File: src/rtl/spi_master_arbiter_if.sv
// ---------------------------------------------------------------------------
// spi_master_arbiter_if
// Bundles the client request side and the SPI_MASTER control side of the
// round-robin SPI arbiter into one interface.
//
// Signals:
//   req        client -> arb   one request bit per client
//   req_data   client -> arb   word for client i at [i*DATA_WIDTH +: DATA_WIDTH]
//   done       arb -> client   one-cycle pulse, transfer finished
//   err        arb -> client   one-cycle pulse, transfer timed out
//   busy       arb -> client   high whenever the arbiter is not idle
//   grant_idx  arb -> client   index of current/last granted client
//   spi_start  arb -> master   one-cycle launch strobe
//   spi_data   arb -> master   transmit word, stable from launch to finish
//   spi_finish master -> arb   end-of-transfer indication
//
// Modports:
//   master  the arbiter side (drives done/err/busy/grant/spi_start/spi_data)
//   slave   the environment side (clients plus SPI_MASTER)
// ---------------------------------------------------------------------------
interface spi_master_arbiter_if #(
  parameter int NUM_REQ    = 4,
  parameter int DATA_WIDTH = 8
);
  localparam int IDX_W = $clog2(NUM_REQ);

  logic [NUM_REQ-1:0]            req;
  logic [NUM_REQ*DATA_WIDTH-1:0] req_data;
  logic [NUM_REQ-1:0]            done;
  logic [NUM_REQ-1:0]            err;
  logic                          busy;
  logic [IDX_W-1:0]              grant_idx;
  logic                          spi_start;
  logic [DATA_WIDTH-1:0]         spi_data;
  logic                          spi_finish;

  modport master (
    input  req, req_data, spi_finish,
    output done, err, busy, grant_idx, spi_start, spi_data
  );

  modport slave (
    output req, req_data, spi_finish,
    input  done, err, busy, grant_idx, spi_start, spi_data
  );
endinterface

File: src/rtl/spi_master_arbiter.sv
// ---------------------------------------------------------------------------
// spi_master_arbiter
// Round-robin scheduler letting NUM_REQ clients share one SPI_MASTER.
// A pending request is picked searching upward from a rotating pointer,
// launched with a single-cycle spi_start, and its word is held on spi_data
// until the master finishes. A watchdog aborts transfers that never finish,
// and a fixed idle gap separates consecutive transfers.
//
// Ports:
//   clk   system clock, all state updates on its rising edge
//   rst   synchronous active-high reset
//   bus   spi_master_arbiter_if.master (client handshake + master control)
//
// Parameters:
//   NUM_REQ     number of clients (2..16)
//   DATA_WIDTH  transfer word width, equal to the master's word width
//   GAP_CYCLES  idle cycles between end of a transfer and next arbitration
//   TIMEOUT     cycles allowed in BUSY before the transfer is aborted
// ---------------------------------------------------------------------------
module spi_master_arbiter #(
  parameter int NUM_REQ    = 4,
  parameter int DATA_WIDTH = 8,
  parameter int GAP_CYCLES = 4,
  parameter int TIMEOUT    = 4096
) (
  input  logic                     clk,
  input  logic                     rst,
  spi_master_arbiter_if.master     bus
);
  localparam int IDX_W = $clog2(NUM_REQ);
  localparam int WD_W  = $clog2(TIMEOUT);
  localparam int GAP_W = (GAP_CYCLES > 1) ? $clog2(GAP_CYCLES) : 1;

  typedef enum logic [1:0] {IDLE, LAUNCH, BUSY, GAP} state_t;

  state_t                state_q;
  logic [IDX_W-1:0]      ptr_q;
  logic [IDX_W-1:0]      grant_idx_q;
  logic [DATA_WIDTH-1:0] spi_data_q;
  logic                  spi_start_q;
  logic                  busy_q;
  logic [NUM_REQ-1:0]    done_q;
  logic [NUM_REQ-1:0]    err_q;
  logic [WD_W-1:0]       wd_q;
  logic [GAP_W-1:0]      gap_q;

  // Per-client view of the packed request words.
  logic [DATA_WIDTH-1:0] req_word [NUM_REQ];
  for (genvar gi = 0; gi < NUM_REQ; gi++) begin : g_slice
    assign req_word[gi] = bus.req_data[gi*DATA_WIDTH +: DATA_WIDTH];
  end

  // Round-robin pick: scan offsets from the highest down so that the
  // smallest offset from ptr_q (i.e. the first requester at or above the
  // pointer, wrapping) is the one left standing.
  logic             sel_valid_d;
  logic [IDX_W-1:0] sel_idx_d;
  logic [IDX_W-1:0] ptr_d;

  always_comb begin
    sel_valid_d = 1'b0;
    sel_idx_d   = '0;
    for (int k = NUM_REQ - 1; k >= 0; k--) begin
      int c;
      c = int'(ptr_q) + k;
      if (c >= NUM_REQ) c = c - NUM_REQ;
      if (bus.req[c]) begin
        sel_valid_d = 1'b1;
        sel_idx_d   = IDX_W'(c);
      end
    end
    // Pointer moves just past the winner so it drops to lowest priority.
    ptr_d = (sel_idx_d == IDX_W'(NUM_REQ - 1)) ? '0 : sel_idx_d + 1'b1;
  end

  always_ff @(posedge clk) begin
    if (rst) begin
      state_q     <= IDLE;
      ptr_q       <= '0;
      grant_idx_q <= '0;
      spi_data_q  <= '0;
      spi_start_q <= 1'b0;
      busy_q      <= 1'b0;
      done_q      <= '0;
      err_q       <= '0;
      wd_q        <= '0;
      gap_q       <= '0;
    end else begin
      // Strobes default low so each lasts exactly one cycle.
      spi_start_q <= 1'b0;
      done_q      <= '0;
      err_q       <= '0;
      case (state_q)
        IDLE: begin
          if (sel_valid_d) begin
            grant_idx_q <= sel_idx_d;
            spi_data_q  <= req_word[sel_idx_d];
            ptr_q       <= ptr_d;
            spi_start_q <= 1'b1;
            busy_q      <= 1'b1;
            state_q     <= LAUNCH;
          end
        end
        LAUNCH: begin
          wd_q    <= '0;
          state_q <= BUSY;
        end
        BUSY: begin
          // Finish is checked first so it wins over a same-cycle timeout.
          if (bus.spi_finish) begin
            done_q[grant_idx_q] <= 1'b1;
            gap_q               <= '0;
            state_q             <= GAP;
          end else if (wd_q == WD_W'(TIMEOUT - 1)) begin
            err_q[grant_idx_q] <= 1'b1;
            gap_q              <= '0;
            state_q            <= GAP;
          end else begin
            wd_q <= wd_q + 1'b1;
          end
        end
        GAP: begin
          if (gap_q == GAP_W'(GAP_CYCLES - 1)) begin
            busy_q  <= 1'b0;
            state_q <= IDLE;
          end else begin
            gap_q <= gap_q + 1'b1;
          end
        end
        default: state_q <= IDLE;
      endcase
    end
  end

  assign bus.done      = done_q;
  assign bus.err       = err_q;
  assign bus.busy      = busy_q;
  assign bus.grant_idx = grant_idx_q;
  assign bus.spi_start = spi_start_q;
  assign bus.spi_data  = spi_data_q;
endmodule

File: src/flat_wrapper.sv
// flat-port wrapper written by rule: the top's interface ports become plain ports
module spi_master_arbiter_flat 
#(
  parameter int NUM_REQ    = 4,
  parameter int DATA_WIDTH = 8,
  parameter int GAP_CYCLES = 4,
  parameter int TIMEOUT    = 4096
)
  (clk, rst, bus_req, bus_req_data, bus_spi_finish, bus_done, bus_err, bus_busy, bus_grant_idx, bus_spi_start, bus_spi_data);
  spi_master_arbiter_if #(.NUM_REQ(NUM_REQ), .DATA_WIDTH(DATA_WIDTH)) bus_i ();
  input  logic clk;
  input  logic rst;
  input wire logic [$bits(bus_i.req)-1:0] bus_req;
  input wire logic [$bits(bus_i.req_data)-1:0] bus_req_data;
  input wire logic [$bits(bus_i.spi_finish)-1:0] bus_spi_finish;
  output wire logic [$bits(bus_i.done)-1:0] bus_done;
  output wire logic [$bits(bus_i.err)-1:0] bus_err;
  output wire logic [$bits(bus_i.busy)-1:0] bus_busy;
  output wire logic [$bits(bus_i.grant_idx)-1:0] bus_grant_idx;
  output wire logic [$bits(bus_i.spi_start)-1:0] bus_spi_start;
  output wire logic [$bits(bus_i.spi_data)-1:0] bus_spi_data;
  assign bus_i.req = bus_req;
  assign bus_i.req_data = bus_req_data;
  assign bus_i.spi_finish = bus_spi_finish;
  assign bus_done = bus_i.done;
  assign bus_err = bus_i.err;
  assign bus_busy = bus_i.busy;
  assign bus_grant_idx = bus_i.grant_idx;
  assign bus_spi_start = bus_i.spi_start;
  assign bus_spi_data = bus_i.spi_data;
  spi_master_arbiter #(.NUM_REQ(NUM_REQ), .DATA_WIDTH(DATA_WIDTH), .GAP_CYCLES(GAP_CYCLES), .TIMEOUT(TIMEOUT)) u_core (.clk(clk), .rst(rst), .bus(bus_i));
endmodule
File: config.mk
export PLATFORM = sky130hd
export DESIGN_NAME = spi_master_arbiter_flat
export DESIGN_NICKNAME = d
export VERILOG_FILES = /design/src/rtl/spi_master_arbiter_if.sv /design/src/rtl/spi_master_arbiter.sv /design/src/flat_wrapper.sv
export SDC_FILE = /design/constraint.sdc
export NUM_CORES = 1
export LEC_CHECK = 0
export ABC_CLOCK_PERIOD_IN_PS = 3050
export BUFFER_PORTS_ARGS = -buffer_cell sky130_fd_sc_hd__buf_2
export CAP_MARGIN = 10
export CELL_PAD_IN_SITES_DETAIL_PLACEMENT = 1
export CELL_PAD_IN_SITES_GLOBAL_PLACEMENT = 1
export CORE_AREA = 4 4 85 87
export CTS_CLUSTER_DIAMETER = 80
export CTS_CLUSTER_SIZE = 10
export DETAILED_ROUTE_END_ITERATION = 10
export DIE_AREA = 0 0 89 91
export PLACE_DENSITY = 0.63
export SYNTH_ARGS = -nofsm -noshare
export SYNTH_HDL_FRONTEND = slang
export SYNTH_SLANG_ARGS = --single-unit
File: constraint.sdc
create_clock -name clk -period 3.05 [get_ports clk]
set_input_delay 0.4575 -clock clk [delete_from_list [all_inputs] [get_ports clk]]
set_output_delay 0.4575 -clock clk [all_outputs]
set_load 0.02 [all_outputs]
==> impl_table.tex <==
\begin{tabular}{lr}
\hline
Metric & Value \\
\hline
\multicolumn{2}{l}{\textbf{Run status}} \\
Run status & complete, no violations \\
\multicolumn{2}{l}{\textbf{Min path}} \\
Hold path endpoint & u\_core.gap\_q[1] \\
Critical hold path startpoint & u\_core.gap\_q[1] \\
Min-Delay Path Depth & 2 \\
Hold Path Class & reg2reg \\
\multicolumn{2}{l}{\textbf{Layout}} \\
Layout Nets & 307 \\
Area growth from synthesis to final layout & 25.3\% \\
Number of fill cells in the layout & 764 \\
Share of cells above drive strength 1 & 29.7\% \\
Diodes inserted & 0 \\
\multicolumn{2}{l}{\textbf{STA}} \\
Setup repair after global routing missed its margin & no \\
Final Skew & 0.00843 ns \\
Count of endpoints failing hold in the final timing report & 0 \\
Number of setup violations in the final report & 0 \\
Max Fclk & 496 MHz \\
Normalized max-slew margin & 65.1\% \\
Final critical delay including setup and external delays & 2.02 ns \\
Slew of the pin with the lowest slew margin & 0.518 ns \\
Worst hold margin & 0.462 ns \\
Period utilization & 66.2\% \\
Number of max-slew violations in the final report & 0 \\
Total negative slack for setup checks & 0 ns \\
\multicolumn{2}{l}{\textbf{Setup path}} \\
Cells traversed along the worst timing path & inv\_1 > ha\_1 > nand2b\_1 > nor4b\_2 > nor3b\_1 > xnor2\_1 > nor2\_1 \\
Peak per-stage delay on the critical path & 0.51 ns \\
Critical path depth in cells & 7 \\
Capture instance of the worst register-to-register path & u\_core.wd\_q[5] \\
Worst setup path category & reg2reg \\
Crit-path slowest cell & sky130\_fd\_sc\_hd\_\_nor4b\_2 \\
Largest delay share family, worst path & simple AND/OR/NAND/NOR gates \\
Register-to-Register Setup Slack & 1.03 ns \\
Worst reg2reg path startpoint & u\_core.state\_q[0] \\
Required time of the worst setup path & 3.22 ns \\
Largest fanout on the critical path & 8 \\
Depth of the worst register-to-register path & 7 \\
Worst Setup Start Kind & flop \\
Data arrival time of the worst path & 2.19 ns \\
Crit end category & flop \\
WP buf/inv & 1 \\
\multicolumn{2}{l}{\textbf{Placed design}} \\
Number of port buffers & 58 \\
Post-detailed-placement half-perimeter wirelength & 3750 um \\
Final RePlAce weighted congestion & 0.696 \\
\multicolumn{2}{l}{\textbf{Global route}} \\
Global-route wire length before repair & 8240 um \\
Largest net degree at the start of global routing & 24 \\
Overall global routing resource usage & 12.7\% \\
Vias in the first global route & 1724 \\
Initial antenna violation count & 0 \\
Grt ovf & 0 \\
\multicolumn{2}{l}{\textbf{Die}} \\
Full die area & 0.00810 mm2 \\
Vertical extent of the die & 91 um \\
Initial Utilization & 30.1\% \\
Number of core rows & 29 \\
Core Region & 0.00635 mm2 \\
Chip Width & 89 um \\
Number of top-level pins & 59 \\
\multicolumn{2}{l}{\textbf{Synth}} \\
Number of library cell types mapped by synthesis & 41 \\
Number of instances in the synthesized netlist & 203 \\
Number of enable flip-flop cells after synthesis & 0 \\
Ys async rst share & 0\% \\
Top FF cell, synth & sky130\_fd\_sc\_hd\_\_dfxtp\_1 \\
Mean instance size in the synthesized netlist & 9.42 um2 \\
Netlist Area Pre-Place & 0.00191 mm2 \\
Most area-consuming cells after synthesis & sky130\_fd\_sc\_hd\_\_dfxtp\_1 (40\%), sky130\_fd\_sc\_hd\_\_mux2i\_1 (8.9\%), sky130\_fd\_sc\_hd\_\_nor2\_1 (4.3\%), sky130\_fd\_sc\_hd\_\_xnor2\_1 (4.1\%), sky130\_fd\_sc\_hd\_\_ha\_1 (3.9\%) \\
Most frequently used cell type in the post-synthesis netlist & sky130\_fd\_sc\_hd\_\_dfxtp\_1 \\
Post-synth top cells & sky130\_fd\_sc\_hd\_\_dfxtp\_1 (38), sky130\_fd\_sc\_hd\_\_nor2\_1 (22), sky130\_fd\_sc\_hd\_\_mux2i\_1 (17) \\
Share of Yosys cell area claimed by the top area cell type & 39.8\% \\
Synthesized netlist net count & 248 \\
Synth warn & 0 \\
Sequential fraction of the synthesis area & 39.8\% \\
Yosys reg bits & 38 \\
Post-synth top area cell & sky130\_fd\_sc\_hd\_\_dfxtp\_1 \\
\multicolumn{2}{l}{\textbf{Clocking}} \\
Root Buffer Master & sky130\_fd\_sc\_hd\_\_clkbuf\_8 \\
CTS hold repair buffers & 0 \\
Setup fix buffers added after clock tree synthesis & 0 \\
Total clock sinks & 38 \\
Total clock buffers created by CTS & 5 \\
Clock transition at the registers of the reported paths & 0.08 ns \\
Maximum clock path buffer count & 2 \\
Latest clock arrival within the worst-skew pair & 0.29 ns \\
CTS-repair resized insts & 0 \\
TritonCTS clock tree & yes \\
H-tree depth reported by CTS & 2 \\
\multicolumn{2}{l}{\textbf{Pwr}} \\
Largest voltage drop on the vdd net & 349 uV \\
Ratio of total power to cell area & 802 mW/mm2 \\
Static Leakage & 1.02 nW \\
\multicolumn{2}{l}{\textbf{Drt}} \\
Number of nets with antenna violations after detailed routing & 0 \\
Per-cell routed wire length & 14.4 um \\
Via-to-Cell Ratio & 4.92 \\
Post-Route WL & 4890 um \\
Number of DRC violations after detailed routing & 0 \\
Detailed Routing Iterations Pass 1 & 4 \\
Vias & 1673 \\
Number of DRC markers in iteration 0 & 64 \\
\multicolumn{2}{l}{\textbf{Flow run}} \\
Total of max-cap violations & 0 \\
\hline
\end{tabular}
## power breakdown
part,internal (W),switching [W],leakage (nW),total [W]
registers,0.000597,0.0000757,0.310,0.000673
logic,0.000287,0.000444,0.646,0.000731
clock network,0.000328,0.000190,0.0683,0.000517
total,0.00121,0.000710,1.02,0.00192
## final cells by class
cell class / instances / area [um2] / share of cell area [%]
well taps: 77 / 96.3 / 4.02
clock buffers: 5 / 68.8 / 2.87
flip-flops and latches: 38 / 761 / 31.7
multi-input cells: 152 / 1080 / 45.1
repair buffers: 59 / 298 / 12.4
clock inverters: 3 / 68.8 / 2.87
inverters: 6 / 22.5 / 0.939
## worst min-delay path, delay by kind of cell (launching register included)
family | cells | cell delay (ns)
DFF | 1 | 0.31
and+or+nand+nor | 1 | 0.05
AOI/OAI and AO/OA | 1 | 0.05
## cell families (layout without fill, tap and decap cells)
family,after synthesis,after routing,synth area share (%)
simple gates,87,87,26.5
buf+inv,13,73,3.66
mux,17,17,8.89
fa+ha+maj,6,6,3.92
xor+xnor,9,9,4.12
compound gates,33,33,13.1
flops,38,38,39.8
## worst max-delay path by stage
stage	startpoint	to	slack [ns]
5_1_grt	u_core.state_q[0]	u_core.wd_q[7]	0.84
2_1_floorplan	u_core.state_q[0]	u_core.wd_q[7]	1.36
6_report	u_core.state_q[0]	u_core.wd_q[5]	1.03
3_3_place_gp	bus_req[1]	u_core.bus.spi_data[6]	0.90
4_1_cts	u_core.state_q[0]	u_core.wd_q[5]	1.03
3_5_place_dp	bus_req[0]	u_core.bus.spi_data[3]	0.79
## registers in the layout, summed over array words and instances, names as in the netlist
register	flops
u_core.bus.spi_data	8
u_core.wd_q	12
u_core.ptr_q	2
u_core.bus.busy	1
u_core.bus.done	4
u_core.gap_q	2
u_core.bus.err	4
u_core.bus.spi_start	1
u_core.state_q	2
u_core.bus.grant_idx	2
## stage by stage
stage	area [um2]	instances	utilization [%]	setup slack (ns)	total power, W
after detailed placement	2260	332	35.6	0.791	0.00143
after global routing	2400	340	37.8	0.844	0.00205
final	2400	340	37.8	1.03	0.00192
after global placement	2260	332	35.6	0.903	0.00141
after CTS	2400	340	37.8	1.03	0.00195
after floorplan	1910	203	-	1.36	0.00123
## metal layers
metal,track usage (%),share of wire [%],vias to the layer above
li1,-,-,852
met1,17.1,47,788
met2,20.4,48,28
met3,3.08,4.1,5
met4,2.98,0.86,0
met5,0,0,-
## layout by cell type (no fill, tap or decap), drive strengths merged, types with 2 or more instances in the layout
cell	count
a211oi	5
a21oi	8
buf	59
bufinv	2
clkbuf	5
dfxtp	38
ha	6
inv	6
mux2i	17
nand2	13
nand2b	7
nand3	6
nand3b	9
nand4	4
nor2	22
nor2b	5
nor3	6
nor3b	2
nor4b	2
o211ai	2
o21ai	4
o221ai	8
or2	4
xnor2	9
(Power assumes the default switching activity.)
